**src/rtl/msg_frame_decoder.sv**
```systemverilog
// msg_frame_decoder
// Consumes the 31-word image-processing message stream, checks its framing,
// unpacks the 20 data words into a shadow bank and commits a complete message
// atomically into the snapshot bank that the rover controller reads.
//
// Ports:
//   clk            system clock
//   reset          asynchronous, active-high reset
//   msg_valid      msg_data carries a word
//   msg_data       message word
//   msg_ready      decoder accepts a word (low only during COMMIT)
//   rd_index       snapshot entry select, 0..19 (others read as 0)
//   rd_data        {lo, hi} of the selected entry, one cycle latency
//   snap_valid     at least one message has been committed
//   frame_done     one-cycle pulse per commit
//   colour_present per colour entry 0..5: lo <= hi in the committed snapshot
//   err_count      saturating count of aborted messages
//   msg_count      wrapping count of committed messages
module msg_frame_decoder #(
    parameter int unsigned TIMEOUT = 4096,
    parameter int unsigned IMAGE_W = 640
) (
    input  logic        clk,
    input  logic        reset,
    input  logic        msg_valid,
    input  logic [31:0] msg_data,
    output logic        msg_ready,
    input  logic [4:0]  rd_index,
    output logic [21:0] rd_data,
    output logic        snap_valid,
    output logic        frame_done,
    output logic [5:0]  colour_present,
    output logic [7:0]  err_count,
    output logic [15:0] msg_count
);

    localparam int unsigned N_ENTRIES = 20;
    localparam int unsigned N_COLOURS = 6;
    localparam int unsigned COORD_W   = 11;
    localparam int unsigned ENTRY_W   = 2 * COORD_W;
    localparam int unsigned POS_W     = 5;
    localparam int unsigned IDX_W     = 5;
    localparam int unsigned ERR_W     = 8;
    localparam int unsigned CNT_W     = 16;
    localparam int unsigned TMR_W     = $clog2(TIMEOUT) + 1;

    localparam logic [POS_W-1:0]   LAST_POS  = POS_W'(30);
    localparam logic [31:0]        HEADER    = 32'hAAAA_AAAA;
    localparam logic [COORD_W-1:0] COORD_LIM = COORD_W'(IMAGE_W);
    localparam logic [TMR_W-1:0]   TMR_LAST  = TMR_W'(TIMEOUT - 1);
    localparam logic [ERR_W-1:0]   ERR_MAX   = {ERR_W{1'b1}};

    typedef enum logic [1:0] {
        HUNT   = 2'd0,
        RECV   = 2'd1,
        COMMIT = 2'd2
    } state_t;

    state_t             state_q;
    state_t             state_d;
    logic [POS_W-1:0]   pos_q;
    logic [POS_W-1:0]   pos_d;
    logic [IDX_W-1:0]   entry_q;
    logic [IDX_W-1:0]   entry_d;
    logic [TMR_W-1:0]   timer_q;
    logic [TMR_W-1:0]   timer_d;

    logic [ENTRY_W-1:0] shadow   [N_ENTRIES];
    logic [ENTRY_W-1:0] snapshot [N_ENTRIES];

    logic               xfer;
    logic [COORD_W-1:0] word_lo;
    logic [COORD_W-1:0] word_hi;
    logic               data_ok;
    logic               is_sep;
    logic [31:0]        sep_word;
    logic               bad_word;
    logic               err_inc;
    logic               shadow_we;
    logic               commit;

    // Word acceptance and data-word field extraction
    assign xfer    = msg_valid & msg_ready;
    assign word_lo = msg_data[26:16];
    assign word_hi = msg_data[10:0];
    assign data_ok = (msg_data[31:27] == 5'd0) && (msg_data[15:11] == 5'd0) &&
                     (word_lo < COORD_LIM) && (word_hi < COORD_LIM);

    // Separator positions and the word each one must carry
    always_comb begin
        is_sep   = 1'b1;
        sep_word = 32'h0000_0000;
        case (pos_q)
            5'd0:    sep_word = HEADER;
            5'd3:    sep_word = 32'hBBBB_BBBB;
            5'd6:    sep_word = 32'hCCCC_CCCC;
            5'd9:    sep_word = 32'h1111_1111;
            5'd12:   sep_word = 32'h2222_2222;
            5'd15:   sep_word = 32'h3333_3333;
            5'd18:   sep_word = 32'h4444_4444;
            5'd21:   sep_word = 32'h5555_5555;
            5'd24:   sep_word = 32'h6666_6666;
            5'd27:   sep_word = 32'h7777_7777;
            5'd30:   sep_word = 32'h8888_8888;
            default: is_sep   = 1'b0;
        endcase
    end

    // Next-state, position, idle timer and per-cycle action strobes
    always_comb begin
        state_d   = state_q;
        pos_d     = pos_q;
        entry_d   = entry_q;
        timer_d   = timer_q;
        bad_word  = 1'b0;
        err_inc   = 1'b0;
        shadow_we = 1'b0;
        commit    = 1'b0;

        case (state_q)
            HUNT: begin
                if (xfer && (msg_data == HEADER)) begin
                    state_d = RECV;
                    pos_d   = POS_W'(1);
                    entry_d = '0;
                    timer_d = '0;
                end
            end

            RECV: begin
                if (xfer) begin
                    timer_d = '0;
                    if (is_sep) begin
                        if (msg_data == sep_word) begin
                            if (pos_q == LAST_POS) begin
                                state_d = COMMIT;
                                pos_d   = '0;
                            end else begin
                                pos_d = pos_q + POS_W'(1);
                            end
                        end else begin
                            bad_word = 1'b1;
                        end
                    end else if (data_ok) begin
                        shadow_we = 1'b1;
                        pos_d     = pos_q + POS_W'(1);
                        entry_d   = entry_q + IDX_W'(1);
                    end else begin
                        bad_word = 1'b1;
                    end

                    // A stray header restarts the frame instead of dropping to HUNT
                    if (bad_word) begin
                        err_inc = 1'b1;
                        entry_d = '0;
                        if (msg_data == HEADER) begin
                            pos_d = POS_W'(1);
                        end else begin
                            state_d = HUNT;
                            pos_d   = '0;
                        end
                    end
                end else if (timer_q == TMR_LAST) begin
                    err_inc = 1'b1;
                    state_d = HUNT;
                    pos_d   = '0;
                    entry_d = '0;
                    timer_d = '0;
                end else begin
                    timer_d = timer_q + TMR_W'(1);
                end
            end

            COMMIT: begin
                commit  = 1'b1;
                state_d = HUNT;
            end

            default: begin
                state_d = HUNT;
                pos_d   = '0;
                entry_d = '0;
                timer_d = '0;
            end
        endcase
    end

    // FSM state, framing counters and status outputs
    always_ff @(posedge clk or posedge reset) begin
        if (reset) begin
            state_q        <= HUNT;
            pos_q          <= '0;
            entry_q        <= '0;
            timer_q        <= '0;
            msg_ready      <= 1'b0;
            frame_done     <= 1'b0;
            snap_valid     <= 1'b0;
            err_count      <= '0;
            msg_count      <= '0;
        end else begin
            state_q    <= state_d;
            pos_q      <= pos_d;
            entry_q    <= entry_d;
            timer_q    <= timer_d;
            msg_ready  <= (state_d != COMMIT);
            frame_done <= commit;
            if (err_inc && (err_count != ERR_MAX)) begin
                err_count <= err_count + ERR_W'(1);
            end
            if (commit) begin
                snap_valid <= 1'b1;
                msg_count  <= msg_count + CNT_W'(1);
            end
        end
    end

    // Shadow bank collects the frame in progress
    always_ff @(posedge clk or posedge reset) begin
        if (reset) begin
            for (int unsigned i = 0; i < N_ENTRIES; i++) begin
                shadow[i] <= '0;
            end
        end else if (shadow_we) begin
            shadow[entry_q] <= {word_lo, word_hi};
        end
    end

    // Snapshot bank and colour flags change only on commit
    always_ff @(posedge clk or posedge reset) begin
        if (reset) begin
            for (int unsigned i = 0; i < N_ENTRIES; i++) begin
                snapshot[i] <= '0;
            end
            colour_present <= '0;
        end else if (commit) begin
            for (int unsigned i = 0; i < N_ENTRIES; i++) begin
                snapshot[i] <= shadow[i];
            end
            for (int unsigned c = 0; c < N_COLOURS; c++) begin
                colour_present[c] <= (shadow[c][ENTRY_W-1:COORD_W] <= shadow[c][COORD_W-1:0]);
            end
        end
    end

    // Registered read port; sees the pre-commit snapshot during COMMIT
    always_ff @(posedge clk or posedge reset) begin
        if (reset) begin
            rd_data <= '0;
        end else if (rd_index < IDX_W'(N_ENTRIES)) begin
            rd_data <= snapshot[rd_index];
        end else begin
            rd_data <= '0;
        end
    end

endmodule

```
**config.mk**
```make
export PLATFORM = sky130hd
export DESIGN_NAME = msg_frame_decoder
export DESIGN_NICKNAME = d
export VERILOG_FILES = /design/src/rtl/msg_frame_decoder.sv
export SDC_FILE = /design/constraint.sdc
export NUM_CORES = 2
export LEC_CHECK = 0
export CAP_MARGIN = 10
export CORE_UTILIZATION = 60
export DETAILED_ROUTE_END_ITERATION = 12
export PLACE_DENSITY = 0.77
export SYNTH_ARGS = -nofsm -noshare
export SYNTH_HDL_FRONTEND = slang
export SYNTH_SLANG_ARGS = --single-unit
```
**constraint.sdc**
```tcl
create_clock -name clk -period 50.3 [get_ports clk]
set_input_delay 12.575 -clock clk [delete_from_list [all_inputs] [get_ports clk]]
set_output_delay 12.575 -clock clk [all_outputs]
set_load 0.005 [all_outputs]
```
==> metrics.md <==
| Metric | Value |
|---|---|
| Synth-to-Final Area Change | `11.04%` |
| Crit path to | `shadow[327]$_DFFE_PP0P_` |
| CP required | `a little over 50,000 ps` |
| Reg-to-reg endpoint | `snapshot[104]$_DFFE_PP0P_` |
| Arrival @ worst endpoint | `~17,000 ps` |
| CP max FO | `32` |
| Crit path launch | `msg_data[7]` |
| Kind of critical path | `input port to flop` |
| Ys async rst share | `between 90% and 100%` |
| Slew headroom | `15.82%` |
| RSZ-0062 raised after global routing | `no` |
| Top-area cell type share of the netlist area | `around 58%` |
| Setup_tns | `0 ps` |
| Hold path depth | `1` |
| Gate Count Post-Synth | `between 2,000 and 3,000` |
| Core area | `68,590 sq um` |
| Status | `complete, no violations` |
| Critical Path Sink Type | `flop` |
| H-tree Lvls | `3` |
| DRT Wirelength | `around 96 mm` |
| Mapped Area | `slightly above 40,000 sq um` |
| Antenna Cells | `0` |
| Die ar. | `70,320 sq um` |
| Iter 0 DRT Violations | `around 2,000` |
| Pin count of the biggest net entering global routing | `a little over 200` |
| Hold WS | `between 400 and 500 ps` |
| Post-CTS Hold Fix Bufs | `0` |
| Wire length on met2 | `approximately 47 mm` |
| Fin. max-slew vios | `0` |
| # IOs | `between 90 and 100` |
| Remaining global-route overflow | `0` |
| Worst-path cell chain | `clkdlybuf4s50_1 -> o21a_1 -> nor2_1 -> nand4_1 -> nor3_4 -> and3_1 -> mux2_2` |
| Placer Congestion | `0.8885` |
| Number of synthesized flops with an enable pin | `0` |
| WL/cell | `around 25 um` |
| Fmax | `0.06227 GHz` |
| Vias post-DR | `24,060` |
| Synth top area cells | `dfrtp_1 (58%), mux2_2 (14%), mux2_1 (7.7%)` |
| Worst Tran Pin Value | `1263 ps` |
| Post-CTS resize count | `0` |
| Post-DRT Antenna Nets | `0` |
| Maxcap violations | `0` |
| FF/Latch Area | `~24,000 sq um` |
| Sink Count | `960` |
| Slowest cell delay on critical path | `around 1100 ps` |
| CTS tree | `done` |
| Final period util | `31.93%` |
| Post-layout minimum cycle time | `~16,000 ps` |
| Yosys warns | `0` |
| R2R setup slack | `45,810 ps` |
| Final hold vios | `0` |
| Detail Route met3 WL | `slightly below 6 mm` |
| Multi-input logic area | `between 15,000 and 20,000 sq um` |
| Clock transition at path regs | `about 60 ps` |
| Netlist cell types | `just over 60` |
| Top_reg_cell synth | `dfrtp_1` |
| Worst path bufs/invs | `1` |
| Syn Area/Cell | `14.54 sq um` |
| Number of core rows | `between 90 and 100` |
| Fill count | `4,576` |
| Critical R2R Launch | `state_q[1]$_DFF_PP0_` |
| Vias per std cell | `~6.2` |
| CTS root buffer | `clkbuf_16` |
| Worst skew pair latency | `650 ps` |
| Static leakage | `roughly 23 nW` |
| NumNets Final | `just over 3,000` |
| First-pass GRT wire length | `152.3 mm` |
| Final number of setup-violating endpoints | `0` |
| Clock skew | `29.35 ps` |
| DRT Pass-1 Iters | `7` |
| Die X | `roughly 270 um` |
| Die height | `265.2 um` |
| Max clock buf depth | `3` |
| Worst min-delay path class | `flop to flop` |
| Number of antenna violations at the first check in global routing | `6` |
| WP depth | `7` |
| Max Used Layer | `met5` |
| Overall Global Routing Usage | `28.43%` |
| Critical Path Start Type | `input port` |
| Slowest library cell on the worst path | `and3_1` |
| Num CTS Buffers | `95` |
| Vias in the first global route | `25,810` |
| M1 WL | `about 40 mm` |
| Post-route DRC | `0` |
| Peak VDD IR | `0.02781 mV` |
| Top delay family on crit path | `simple AND/OR/NAND/NOR gates` |
| Sequential fraction of the synthesis area | `57.81%` |
| Hpwl dp | `60.08 mm` |
| Post-CTS setup buffers | `0` |
| Leading area contributor after synthesis | `dfrtp_1` |
| Port Buffers | `94` |
| Power density over the cells | `32.97 nW/um^2` |
| Starting Density | `roughly three fifths` |
| FF+latch count, synth | `960` |
| Layout cell share with drive strength beyond 1 | `between 20 and 30%` |
| Mapped Nets | `roughly 3,000` |
| Register-to-Register Path Depth | `5` |
-- routing by layer --
layer  vias up  GRT usage, %
li1      10330             -
met1     12800         39.34
met2       749         46.07
met3       180         4.555
met4         2         10.20
met5         -             0
-- final cells by class --
cell class	instances	share of cell area (%)
Sequential cell	960	52.06
Multi-Input combinational cell	1603	34.93
Clock buffer	151	6.223
Timing Repair Buffer	149	2.942
Tap cell	931	2.524
Inverter	92	0.7646
Clock inverter	22	0.5558
-- metrics by stage --
| stage | instances | setup slack, ps | power [mW] | area [sq um] | utilization [%] |
|---|---|---|---|---|---|
| after global placement | 3735 | 33800 | 0.8281 | 43020 | 62.72 |
| after CTS | 3908 | 34410 | 1.532 | 46150 | 67.28 |
| after global routing | 3908 | 34010 | 1.567 | 46150 | 67.28 |
| final | 3908 | 34240 | 1.521 | 46150 | 67.28 |
| after floorplan | 2859 | 10720 | 0.8125 | 41560 | - |
| after detailed placement | 3735 | 33740 | 0.8292 | 43020 | 62.72 |
-- logic make-up (layout without fill, tap and decap cells) --
logic type	count (synthesis)	count (layout)	share of synthesized area [%]
mux	939	939	28.29
flops	960	960	57.81
simple gates	333	333	4.218
compound gates	225	225	3.315
fa+ha+maj	78	78	2.348
xor+xnor	28	28	0.5901
buf+inv	296	414	3.438
-- registers in the layout, summed over array words and instances, names as in the netlist, 2 cells and up --
| signal | cells |
|---|---|
| rd_data | 22 |
| state_q | 2 |
| entry_q | 5 |
| snapshot | 440 |
| shadow | 440 |
| msg_count | 16 |
| colour_present | 6 |
| timer_q | 13 |
| err_count | 8 |
| pos_q | 5 |
-- report_power, final --
part           total [mW]   switching, mW  internal (mW)  leakage, nW
logic              0.0421          0.0330        0.00904         8.67
registers           0.772  0.000000000108          0.772         13.0
clock network       0.707           0.291          0.416         1.54
total                1.52           0.324           1.20         23.2
-- how the worst min path moves through the flow --
stage                               from                         to  slack [ps]
3_5_place_dp      snap_valid$_DFFE_PP0P_     snap_valid$_DFFE_PP0P_         460
4_1_cts        msg_count[15]$_DFFE_PP0P_  msg_count[15]$_DFFE_PP0P_         470
5_1_grt           snap_valid$_DFFE_PP0P_     snap_valid$_DFFE_PP0P_         490
3_3_place_gp      snap_valid$_DFFE_PP0P_     snap_valid$_DFFE_PP0P_         450
2_1_floorplan     timer_q[8]$_DFFE_PP0P_     timer_q[8]$_DFFE_PP0P_         450
6_report       msg_count[15]$_DFFE_PP0P_  msg_count[15]$_DFFE_PP0P_         470
-- layout by cell type, fill, tap and decap left out, types with 31 or more instances in the layout --
master / synthesis / routed
clkbuf_16: 0 / 98
nor2b_1: 50 / 48
mux2i_1: 46 / 46
clkbuf_1: 123 / 31
dfrtp_1: 960 / 960
mux2_2: 500 / 500
buf_4: 18 / 55
a21oi_1: 41 / 41
o21ai_0: 96 / 96
nor2_1: 67 / 67
mux4_2: 110 / 110
nand2_1: 78 / 78
nand4_1: 32 / 32
mux2_1: 283 / 283
inv_1: 92 / 91
ha_1: 78 / 78
clkdlybuf4s50_1: 0 / 90
-- cell usage after synthesis (7+ instances only) --
cell / count
and3_1: 26
clkbuf_1: 123
nand2b_1: 7
nor4_1: 7
buf_2: 26
xnor2_1: 21
xor2_1: 7
nor3_1: 7
mux2_2: 500
dfrtp_1: 960
buf_1: 8
mux2i_1: 46
nand2_1: 78
buf_4: 18
mux4_2: 110
o21ai_0: 96
nand4_1: 32
inv_1: 92
nor2b_1: 50
mux2_1: 283
nand3_1: 26
o21a_1: 20
ha_1: 78
a21oi_1: 41
buf_6: 29
o22ai_1: 23
nor2_1: 67
Note: power is estimated with default switching activity, not from simulation.
